<file path="config.mk">
export PLATFORM = sky130hd
export DESIGN_NAME = text_cursor_engine
export DESIGN_NICKNAME = d
export VERILOG_FILES = /design/src/rtl/text_term_pkg.sv /design/src/rtl/text_cursor_engine_walker.sv /design/src/rtl/text_cursor_engine.sv
export SDC_FILE = /design/constraint.sdc
export NUM_CORES = 1
export LEC_CHECK = 0
export ABC_CLOCK_PERIOD_IN_PS = 4200
export CORE_MARGIN = 5
export CORE_UTILIZATION = 45
export DETAILED_ROUTE_END_ITERATION = 8
export PLACE_DENSITY = 0.7
export RECOVER_POWER = 50
export SYNTH_ARGS = -nofsm -noshare
export SYNTH_HDL_FRONTEND = slang
export SYNTH_SLANG_ARGS = --single-unit
</file>
<file path="constraint.sdc">
create_clock -name clk -period 4.2 [get_ports clk]
set_input_delay 0.63 -clock clk [delete_from_list [all_inputs] [get_ports clk]]
set_output_delay 0.63 -clock clk [all_outputs]
set_load 0.05 [all_outputs]
</file>
<file path="src/rtl/text_term_pkg.sv">
// Shared character constants and engine state encoding for the text terminal.
package text_term_pkg;
  localparam logic [7:0] SPACE    = 8'h20;
  localparam logic [7:0] PRINT_LO = 8'h20;
  localparam logic [7:0] PRINT_HI = 8'h7E;
  localparam logic [7:0] LF       = 8'h0A;

  typedef enum logic [1:0] {
    IDLE    = 2'd0,
    CLR_ROW = 2'd1,
    CLR_ALL = 2'd2
  } term_state_e;
endpackage

</file>
<file path="src/rtl/text_cursor_engine_walker.sv">
// Address walker that sweeps one row or the whole grid, row-major, one cell per step.
module grid_clear_walker #(
  parameter int COLS        = 32,
  parameter int ROWS        = 4,
  parameter int RESET_WHOLE = 1,
  localparam int COL_W = $clog2(COLS),
  localparam int ROW_W = $clog2(ROWS)
) (
  input  logic             clk,
  input  logic             reset,
  input  logic             start,
  input  logic             whole_grid,
  input  logic [ROW_W-1:0] start_row,
  input  logic             step,
  output logic [ROW_W-1:0] row,
  output logic [COL_W-1:0] col,
  output logic             done
);
  localparam logic [COL_W-1:0] COL_MAX = COL_W'(COLS - 1);
  localparam logic [ROW_W-1:0] ROW_MAX = ROW_W'(ROWS - 1);

  logic [ROW_W-1:0] row_q;
  logic [COL_W-1:0] col_q;
  logic             whole_q;

  always_ff @(posedge clk or posedge reset) begin
    if (reset) begin
      row_q   <= '0;
      col_q   <= '0;
      whole_q <= (RESET_WHOLE != 0);
    end else if (start) begin
      row_q   <= start_row;
      col_q   <= '0;
      whole_q <= whole_grid;
    end else if (step) begin
      // Wraps compare against the grid limits, never rely on natural overflow.
      if (col_q == COL_MAX) begin
        col_q <= '0;
        if (whole_q) row_q <= (row_q == ROW_MAX) ? '0 : row_q + 1'b1;
      end else begin
        col_q <= col_q + 1'b1;
      end
    end
  end

  assign row  = row_q;
  assign col  = col_q;
  assign done = (col_q == COL_MAX) && (!whole_q || (row_q == ROW_MAX));
endmodule

</file>
<file path="src/rtl/text_cursor_engine.sv">
// Turns a received byte stream into character-RAM writes and tracks the live cursor.
// Handshake: rx_valid is a one-cycle strobe accepted only while busy is low; a strobe while busy is dropped and sets overflow.
module text_cursor_engine
  import text_term_pkg::*;
#(
  parameter int         COLS           = 32,
  parameter int         ROWS           = 4,
  parameter logic [7:0] NL_CODE        = 8'h0D,
  parameter logic [7:0] BS_CODE        = 8'h08,
  parameter logic [7:0] FF_CODE        = 8'h0C,
  parameter int         ROW_CLEAR      = 1,
  parameter int         CLEAR_ON_RESET = 1,
  localparam int COL_W = $clog2(COLS),
  localparam int ROW_W = $clog2(ROWS)
) (
  input  logic             clk,
  input  logic             reset,
  input  logic [7:0]       rx_data,
  input  logic             rx_valid,
  input  logic             clr_ovf,
  output logic             wr_en,
  output logic [ROW_W-1:0] wr_row,
  output logic [COL_W-1:0] wr_col,
  output logic [7:0]       wr_data,
  output logic [ROW_W-1:0] cur_row,
  output logic [COL_W-1:0] cur_col,
  output logic             busy,
  output logic             overflow
);
  localparam logic [COL_W-1:0] COL_MAX = COL_W'(COLS - 1);
  localparam logic [ROW_W-1:0] ROW_MAX = ROW_W'(ROWS - 1);
  localparam term_state_e RESET_STATE = (CLEAR_ON_RESET != 0) ? CLR_ALL : IDLE;

  term_state_e      state_q, state_d;
  logic [ROW_W-1:0] row_q, row_d, row_adv;
  logic [COL_W-1:0] col_q, col_d;
  logic             wr_en_q, wr_en_d;
  logic [ROW_W-1:0] wr_row_q, wr_row_d;
  logic [COL_W-1:0] wr_col_q, wr_col_d;
  logic [7:0]       wr_data_q, wr_data_d;
  logic             ovf_q, ovf_d;

  logic             walk_start, walk_whole, walk_done;
  logic [ROW_W-1:0] walk_start_row, walk_row;
  logic [COL_W-1:0] walk_col;

  grid_clear_walker #(
    .COLS(COLS), .ROWS(ROWS), .RESET_WHOLE(CLEAR_ON_RESET)
  ) u_walker (
    .clk(clk), .reset(reset),
    .start(walk_start), .whole_grid(walk_whole), .start_row(walk_start_row),
    .step(state_q != IDLE),
    .row(walk_row), .col(walk_col), .done(walk_done)
  );

  assign row_adv = (row_q == ROW_MAX) ? '0 : row_q + 1'b1;

  always_comb begin
    state_d        = state_q;
    row_d          = row_q;
    col_d          = col_q;
    wr_en_d        = 1'b0;
    wr_row_d       = wr_row_q;
    wr_col_d       = wr_col_q;
    wr_data_d      = wr_data_q;
    ovf_d          = ovf_q;
    walk_start     = 1'b0;
    walk_whole     = 1'b0;
    walk_start_row = '0;

    if (clr_ovf) ovf_d = 1'b0;
    if (rx_valid && (state_q != IDLE)) ovf_d = 1'b1;

    case (state_q)
      IDLE: begin
        if (rx_valid) begin
          if ((rx_data >= PRINT_LO) && (rx_data <= PRINT_HI)) begin
            wr_en_d   = 1'b1;
            wr_row_d  = row_q;
            wr_col_d  = col_q;
            wr_data_d = rx_data;
            if (col_q == COL_MAX) begin
              col_d = '0;
              row_d = row_adv;
              if (ROW_CLEAR != 0) begin
                state_d        = CLR_ROW;
                walk_start     = 1'b1;
                walk_start_row = row_adv;
              end
            end else begin
              col_d = col_q + 1'b1;
            end
          end else if ((rx_data == NL_CODE) || (rx_data == LF)) begin
            col_d = '0;
            row_d = row_adv;
            if (ROW_CLEAR != 0) begin
              state_d        = CLR_ROW;
              walk_start     = 1'b1;
              walk_start_row = row_adv;
            end
          end else if (rx_data == BS_CODE) begin
            // Backspace stops at column 0; it never reverse-wraps to the previous row.
            if (col_q != '0) begin
              col_d     = col_q - 1'b1;
              wr_en_d   = 1'b1;
              wr_row_d  = row_q;
              wr_col_d  = col_q - 1'b1;
              wr_data_d = SPACE;
            end
          end else if (rx_data == FF_CODE) begin
            row_d      = '0;
            col_d      = '0;
            state_d    = CLR_ALL;
            walk_start = 1'b1;
            walk_whole = 1'b1;
          end
        end
      end
      CLR_ROW, CLR_ALL: begin
        wr_en_d   = 1'b1;
        wr_row_d  = walk_row;
        wr_col_d  = walk_col;
        wr_data_d = SPACE;
        if (walk_done) state_d = IDLE;
      end
      default: state_d = IDLE;
    endcase
  end

  always_ff @(posedge clk or posedge reset) begin
    if (reset) begin
      state_q   <= RESET_STATE;
      row_q     <= '0;
      col_q     <= '0;
      wr_en_q   <= 1'b0;
      wr_row_q  <= '0;
      wr_col_q  <= '0;
      wr_data_q <= '0;
      ovf_q     <= 1'b0;
    end else begin
      state_q   <= state_d;
      row_q     <= row_d;
      col_q     <= col_d;
      wr_en_q   <= wr_en_d;
      wr_row_q  <= wr_row_d;
      wr_col_q  <= wr_col_d;
      wr_data_q <= wr_data_d;
      ovf_q     <= ovf_d;
    end
  end

  assign wr_en    = wr_en_q;
  assign wr_row   = wr_row_q;
  assign wr_col   = wr_col_q;
  assign wr_data  = wr_data_q;
  assign cur_row  = row_q;
  assign cur_col  = col_q;
  assign busy     = (state_q != IDLE);
  assign overflow = ovf_q;
endmodule

</file>
; ---- Word level (Yosys, flattened, before mapping)
; Index checks and enable logic that the tools add are counted.
[classes]
eq_ne = 21
magnitude_cmp = 2
n_reduce_logical = 22
n_addsub = 5
muxes = 69
[ops]
columns = cell, count
row1 = 5-bit two-way mux, 13
row2 = 2-bit two-way mux, 28
row3 = 8-bit two-way mux, 5
row4 = "8-bit by 4-bit == test with 1-bit output, second input constant", 4
row5 = 1-bit two-way mux, 18
row6 = 8-bit case mux with 2 select lines, 1
row7 = "3-bit != test, second input constant", 5
row8 = 5-bit AND reduction, 3
row9 = 2-bit nonzero test, 6
row10 = "5-bit by 1-bit adder with 5-bit output, second input constant", 2
row11 = "5-bit == test, second input constant", 2
row12 = 5-bit case mux with 2 select lines, 1
row13 = "8-bit by 6-bit greater-or-equal comparator with 1-bit output, second input constant", 1
row14 = "8-bit by 7-bit <= comparator with 1-bit output, second input constant", 1
row15 = "4-bit != test, second input constant", 2
row16 = 2-bit case mux with 2 select lines, 2
row17 = "2-bit == test, second input constant", 3
row18 = 5-bit nonzero test, 1
row19 = "5-bit by 1-bit subtractor with 5-bit output, second input constant", 1
row20 = "2-bit by 1-bit adder with 2-bit output, second input constant", 2
row21 = "2-bit by 1-bit != test with 1-bit output, second input constant", 2
row22 = "4-bit by 3-bit != test with 1-bit output, second input constant", 1
row23 = 4-bit AND reduction, 1
row24 = 4-bit nonzero test, 1
row25 = 10 further kinds, 13
[totals]
wordCells = 130
input_bits = 12
reg_bits = 34
output_inout_bits = 25

; ---- Longest topological paths before layout
; Gate-level depths: netlist (run 1).
[logic_depth]
word_depth = 9
depth_mapped = 8
mapped_depth_nobuf = 7

; ---- Hierarchy
; A second synthesis (run 1) with hierarchy kept.
[hier_totals]
hier_cells = 196
hier_area_um2 = 2045.7
[by_module_without_submodules]
columns = mod, instances, seq_area_each_um2, area_per_inst_um2, cells_each
row1 = text_cursor_engine, 1, 651.9, 1619.1, 153
row2 = grid_clear_walker, 1, 201.4, 426.7, 43

; ---- Least setup slack after synthesis (run 1)
; No wires, ideal clock.
[synth_timing]
path_type = reg2reg
start = reg col_q[0] (netlist: cur_col[0])
end = reg wr_col_q[0] (netlist: wr_col[0])
setup_slack_ns = 1.928
n_path_buf = 1
t_required_ns = 4.075
period_less_slack_ns = 2.272
setup_time_ns = 0.125
t_arrival_ns = 2.147
path_stages_with_launch = 9
path_cell_list = dfrtp_1 -> inv_1 -> ha_1 -> nor4b_1 -> nand3b_1 -> a21oi_2 -> a21oi_4 -> buf_6 -> mux2_4
[synth_via]
elab_chain_len = 7
elab_cells_between_ends = 10
classes_between = 1 x add/sub / 1 x eq/ne / 6 x mux / 2 x reduce/logical
[synth_rtl]
columns = element, line
row1 = from (decl), text_cursor_engine.sv:36  ; logic [COL_W-1:0] col_q, col_d;
row2 = from (signal assigned), text_cursor_engine.sv:143  ; col_q <= col_d;
row3 = 5-bit by 1-bit subtractor with 5-bit output, text_cursor_engine.sv:107  ; wr_col_d = col_q - 1'b1;
row4 = 5-bit two-way mux, text_cursor_engine.sv:103  ; if (col_q != '0) begin
row5 = 5-bit two-way mux, text_cursor_engine.sv:101  ; end else if (rx_data == BS_CODE) begin
row6 = 5-bit two-way mux, text_cursor_engine.sv:93  ; end else if ((rx_data == NL_CODE) || (rx_data == LF)) begin
row7 = 5-bit two-way mux, text_cursor_engine.sv:77  ; if ((rx_data >= PRINT_LO) && (rx_data <= PRINT_HI)) begin
row8 = 5-bit two-way mux, text_cursor_engine.sv:76  ; if (rx_valid) begin
row9 = 5-bit case mux with 2 select lines, text_cursor_engine.sv:74  ; case (state_q)
row10 = to (signal assigned), text_cursor_engine.sv:146  ; wr_col_q <= wr_col_d;
row11 = to (decl), text_cursor_engine.sv:39  ; logic [COL_W-1:0] wr_col_q, wr_col_d;
; Several ways; a longest one is shown, not always the timed one. The select of a mux whose other input is x is not followed.
; A chain may end at the register's enable or synchronous reset.

; ---- Final worst setup path (run 1)
[layout_timing]
start = reg state_q[1]
end = out busy
[layout_via]
elab_chain_len = 1
[layout_rtl]
columns = element, line
row1 = from (decl), text_cursor_engine.sv:34  ; term_state_e state_q, state_d;
row2 = from (signal assigned), text_cursor_engine.sv:141  ; state_q <= state_d;
row3 = 2-bit nonzero test, text_cursor_engine.sv:158  ; assign busy = (state_q != IDLE);
row4 = to (decl), text_cursor_engine.sv:27  ; output logic busy,
; No other way between the ends.

==> impl_metrics.json, run 1 <==
{
  "netlist_top_cells_area": "dfrtp_1 (39%), ha_1 (6.1%), mux2_2 (3.8%)",
  "regToRegSetupSlack_ns": 1.89,
  "dpl.cell_count": 281,
  "cts_tree": "built",
  "irDropWorstVdd_v": 0.000385,
  "power_density_mw_per_mm2": 730,
  "io_buffers": 36,
  "instances_no_fill": 288,
  "register_area_um2": 853,
  "relSlewSlack_pct": 45.0,
  "cts_buffers": 5,
  "first_pass_iters": 4,
  "post-route-min-period_ns": 2.93,
  "yosys_warnings": 0,
  "synth_cell_types": 52,
  "pin_count": 37,
  "synth_top_area_share_pct": 39.0,
  "tns_ns": 0,
  "netlist_area_mm2": 0.00205,
  "diodes": 0,
  "syn_inst": 200,
  "route.detailed.drc": 0,
  "hold_class": "flip-flop to flip-flop",
  "fin_nets": 258,
  "via_per_inst": 5.75,
  "clk_latency_ns": 0.29,
  "fill_cells": 388,
  "hold_violations": 0,
  "syn-num-nets": 222,
  "vias": 1655,
  "post_cts_buffers": 0,
  "die_h_um": 77.5,
  "ant_nets": 0,
  "rr_worst_depth": 6,
  "area_growth_pct": 23.7,
  "max-cap-violations": 0,
  "wire_per_inst_um": 16.0,
  "hold_path_depth": 1,
  "ys_ff_latch": 34,
  "clock-root-buffer": "clkbuf_8",
  "clk_pin_slew_ns": 0.07,
  "dp_hpwl_um": 3470,
  "critPathArrivalTime_ns": 2.30,
  "die_x_um": 77.5,
  "finalSetupViolCount": 0,
  "final_area_mm2": 0.00254,
  "start_util_pct": 46.8,
  "cp-end-kind": "primary output",
  "grt_pass1_vias": 1641,
  "place_area_mm2": 0.00243,
  "rsz0062_at_grt": "no",
  "syn_avg_cell_area_um2": 10.3,
  "fin_crit_sh_pct": 69.8,
  "antenna_found_initial": 0,
  "regToRegEndpoint": "wr_row[0]",
  "clock-sinks": 34,
  "critPathLaunchType": "flip-flop",
  "min_to": "wr_data[7]",
  "fmax_mhz": 341,
  "startpoint": "state_q[1]",
  "grt_max_degree": 22,
  "finalMaxSlewViolations": 0,
  "gr-usage-all-layers_pct": 16.6,
  "final_common_cell": "dfrtp_1",
  "clockBufferDepth": 2,
  "holdBufCountCts": 0,
  "rr_startpoint": "state_q[1]",
  "coreArea_mm2": 0.00438,
  "drive_gt1_share_pct": 13.1,
  "yosysTopAreaCell": "dfrtp_1",
  "grt_first_pass_wirelength_um": 8240,
  "min-delay-start": "wr_data[7]",
  "worstMarginPinSlew_ns": 0.825,
  "layout_common_cells": "dfrtp_1 (32), clkdlybuf4s50_1 (24), inv_1 (15)",
  "post_cts_resize_count": 0,
  "seq_area_frac_synth_pct": 41.6,
  "critPathRequiredTime_ns": 3.57,
  "critPathMaxFanout": 15,
  "drt_iter0_drc": 79,
  "dieArea_mm2": 0.00601,
  "skew_ns": 0.00550,
  "multi_input_area_mm2": 0.00108,
  "final_util_pct": 57.9,
  "path_class": "flip-flop to primary output",
  "num_rows": 24,
  "wl_um": 4610,
  "gp_congestion": 0.868,
  "status": "finished, final reports clean",
  "leakage_nw": 1.12,
  "cts_max_level": 2,
  "grt_remaining_overflow": 0
}
## per-layer routing
metal / share of wire [%] / track usage (%) / vias to the layer above
met3: 3.3 / 3.24 / 7
li1: - / - / 809
met5: 0 / 0 / -
met2: 47 / 26.6 / 33
met4: 1.4 / 4.12 / 0
met1: 48 / 23.3 / 806
## cell type report
| cell class | instances | share of cell area [%] |
|---|---|---|
| Multi-Input combinational cell | 142 | 42.6 |
| Sequential cell | 34 | 33.6 |
| Timing Repair Buffer | 38 | 14.6 |
| Clock buffer | 6 | 3.25 |
| Tap cell | 52 | 2.56 |
| Inverter | 15 | 2.22 |
| Clock inverter | 1 | 1.18 |
## stage by stage
step	total power (W)	setup WS (ns)	hold WS (ns)
4_1_cts	0.00189	1.27	0.511
2_1_floorplan	0.00128	1.93	0.505
5_1_grt	0.00199	1.18	0.534
3_3_place_gp	0.00157	1.32	0.487
6_report	0.00185	1.27	0.501
3_5_place_dp	0.00158	1.26	0.496
## synthesized netlist by cell type (all sizes together)
| cell | number |
|---|---|
| a31o | 1 |
| nor4 | 2 |
| mux2 | 11 |
| nand3 | 8 |
| nand2 | 12 |
| nand2b | 2 |
| o32ai | 1 |
| a311oi | 1 |
| o31a | 2 |
| or3b | 1 |
| nor4b | 2 |
| a22o | 8 |
| mux2i | 3 |
| inv | 15 |
| clkbuf | 3 |
| dfstp | 2 |
| o221ai | 1 |
| a21oi | 9 |
| a32o | 3 |
| o31ai | 1 |
| o21ai | 12 |
| a21boi | 1 |
| dfrtp | 32 |
| nor2 | 13 |
| o32a | 1 |
| or4b | 1 |
| and3 | 4 |
| o211ai | 1 |
| or2 | 2 |
| a41oi | 1 |
| a211o | 1 |
| buf | 6 |
| o2bb2ai | 3 |
| nand3b | 1 |
| a31oi | 7 |
| nor3 | 6 |
| a211oi | 2 |
| and4 | 1 |
| xnor2 | 2 |
| o2bb2a | 1 |
| or3 | 2 |
| and2 | 2 |
| ha | 10 |
## report_power, final
group | internal [W] | total [W] | switching (W)
clock network | 0.000190 | 0.000307 | 0.000117
registers | 0.000449 | 0.000540 | 0.0000911
logic | 0.000376 | 0.00101 | 0.000632
## cells by family (layout without fill, tap and decap cells)
| family | count (synthesis) | count (layout) | synth area share, % |
|---|---|---|---|
| multiplexers | 14 | 14 | 8.23 |
| buffers and inverters | 24 | 60 | 5.79 |
| flip-flops | 34 | 34 | 41.6 |
| adder cells (fa/ha/maj) | 10 | 10 | 6.09 |
| AO/OA/AOI/OAI | 57 | 57 | 21.6 |
| XOR/XNOR | 2 | 2 | 0.853 |
| AND/OR/NAND/NOR | 59 | 59 | 15.8 |
## state kept, by name, indices dropped and copies added (netlist names)
register / flops
cur_col: 5
cur_row: 2
overflow: 1
state_q: 2
u_walker.col: 5
u_walker.row: 2
u_walker.whole_q: 1
wr_col: 5
wr_data: 8
wr_en: 1
wr_row: 2
## critical path, stage by stage, from the launching register on
cell             delay (ns)
dfstp_2                0.54
inv_1                  0.05
ha_1                   0.34
inv_1                  0.23
clkdlybuf4s50_1        0.84
## worst max path at each step
stage                     end  depth (start not counted)  slack, ns
floorplan           wr_col[0]                          8       1.93
global placement    wr_row[1]                          6       1.32
detailed placement  wr_col[3]                          6       1.26
CTS                      busy                          4       1.27
global route             busy                          4       1.18
finish                   busy                          4       1.27
Note: power is estimated with default switching activity, not from simulation.
==> run 2: changes to the inputs <==
ABC_CLOCK_PERIOD_IN_PS = 2900   (was 4200)
clock period = 2.9 ns   (was 4.2 ns; I/O delays follow)
==> impl_metrics.json, run 2 (synthesis results as in run 1) <==
{
  "crit_family": "buffers and inverters",
  "leakage_nw": 1.13,
  "slowest_delay_ns": 0.81,
  "wire_per_inst_um": 16.1,
  "status": "complete, but fails checks",
  "post_cts_resize_count": 0,
  "largest_reg_flops": 8,
  "final_util_pct": 58.4,
  "startpoint": "state_q[1]",
  "diodes": 0,
  "grt_max_degree": 35,
  "die_h_um": 77.5,
  "ant_nets": 0,
  "antenna_found_initial": 0,
  "relSlewSlack_pct": -23.2,
  "met3_length_um": 205,
  "drt_iter0_drc": 148,
  "clk_pin_slew_ns": 0.07,
  "grt_first_pass_wirelength_um": 7890,
  "clk_latency_ns": 0.29,
  "worstMarginPinSlew_ns": 1.85,
  "grt_pass1_vias": 1624,
  "switchingPower_w": 0.00123,
  "cts_buffers": 5,
  "cts_tree": "built",
  "wl_met1_um": 2200,
  "multi_input_area_mm2": 0.00108,
  "p_seq_share_pct": 29.0,
  "finalMaxSlewViolations": 35,
  "pwr-share-comb_pct": 55.0,
  "internal-power_w": 0.00146,
  "via_per_inst": 5.74,
  "critPathRequiredTime_ns": 2.47,
  "first_pass_iters": 5,
  "critPathMaxFanout": 15,
  "area_growth_pct": 24.7,
  "switching_share_pct": 45.6,
  "drive_gt1_share_pct": 13.7,
  "tns_ns": 0,
  "power_w": 0.00269,
  "max-cap-violations": 1,
  "clock-sinks": 34,
  "critPathArrivalTime_ns": 2.19,
  "critPathMostFrequentCell": "inv_1",
  "crit_chain": "inv_1, ha_1, inv_1, clkdlybuf4s50_1",
  "fin_crit_sh_pct": 90.5,
  "fmax_mhz": 381,
  "start_util_pct": 46.8,
  "layout_common_cells": "dfrtp_1 (32), clkdlybuf4s50_1 (24), inv_1 (15)",
  "min-delay-start": "wr_data[7]",
  "path_class": "flip-flop to primary output",
  "met2WireLength_um": 2240,
  "fill_cells": 396,
  "irDropWorstVdd_v": 0.000501,
  "die_x_um": 77.5,
  "register_area_um2": 853,
  "post_cts_buffers": 0,
  "crit_path_top_delay_cell": "clkdlybuf4s50_1",
  "clock-root-buffer": "clkbuf_8",
  "wl_um": 4710,
  "worst_slack_ns": 0.276,
  "cts_max_level": 2,
  "route.detailed.drc": 0,
  "vias": 1683,
  "io_buffers": 36,
  "dieArea_mm2": 0.00601,
  "hold_class": "flip-flop to flip-flop",
  "gp_congestion": 0.856,
  "coreArea_mm2": 0.00438,
  "violations": "capacitance limit, slew limit",
  "cp-end-kind": "primary output",
  "final_common_cell": "dfrtp_1",
  "post-route-min-period_ns": 2.62,
  "pin_count": 37,
  "rsz0062_at_grt": "no",
  "critPathLaunchType": "flip-flop",
  "fin_nets": 262,
  "holdBufCountCts": 0,
  "rr_startpoint": "cur_col[0]",
  "num_rows": 24,
  "gr-usage-all-layers_pct": 16.2,
  "skew_ns": 0.00464,
  "highest_layer": "met4",
  "hold_violations": 0,
  "critPathBufInv": 3,
  "power_density_mw_per_mm2": 1050,
  "post-place-ws_ns": 0.328,
  "clockBufferDepth": 2,
  "dp_hpwl_um": 3410,
  "final_area_mm2": 0.00256,
  "place_area_mm2": 0.00246,
  "finalSetupViolCount": 0,
  "grt_remaining_overflow": 0,
  "clkPwrFrac_pct": 16.0
}
==> run 2: cell types whose count changed in the layout (fill, tap and decap cells not counted), sizes merged <==
cell    delta
clkbuf     +2
buf        +3
==> run 2: worst paths after layout <==
check | endpoint | slack [ns] | depth (start not counted)
min | wr_data[7] | 0.49 | 1
min reg2reg | wr_data[7] | 0.49 | 1
max | busy | 0.28 | 4
min in group asynchronous | wr_data[7] | 1.25 | 3
max reg2reg | wr_row[1] | 0.41 | 7
max in group asynchronous | cur_col[4] | 0.58 | 3
==> run 2: metrics by stage <==
stage	instances	hold slack (ns)
CTS	293	0.500
detailed placement	285	0.480
global route	293	0.521
finish	293	0.490
global placement	285	0.475
floorplan	200	0.505
==> run 2: layout make-up <==
type	instances	share of cell area (%)
Timing Repair Buffer	42	15.5
Clock buffer	7	2.98
Clock inverter	1	1.17
Sequential cell	34	33.3
Inverter	15	2.20
Multi-Input combinational cell	142	42.2
Tap cell	52	2.54
==> run 2: metal layers <==
metal  GRT usage [%]  vias up
li1                -      826
met1            22.8      807
met2            24.5       43
met3            3.36        7
met4            6.19        0
met5               0        -
==> run 2: power by group through the flow <==
stage	combinational [W]	clock [W]	sequential, W
CTS	0.00152	0.000436	0.000784
detailed placement	0.00151	0	0.000788
global route	0.00158	0.000462	0.000803
finish	0.00148	0.000431	0.000779
floorplan	0.000667	0	0.00119
global placement	0.00150	0	0.000790
==> run 3: changes to the inputs <==
CAP_MARGIN = 20   (was not set)
==> results of run 3 <==
Final layout, timing and power as in run 2 (identical DEF).
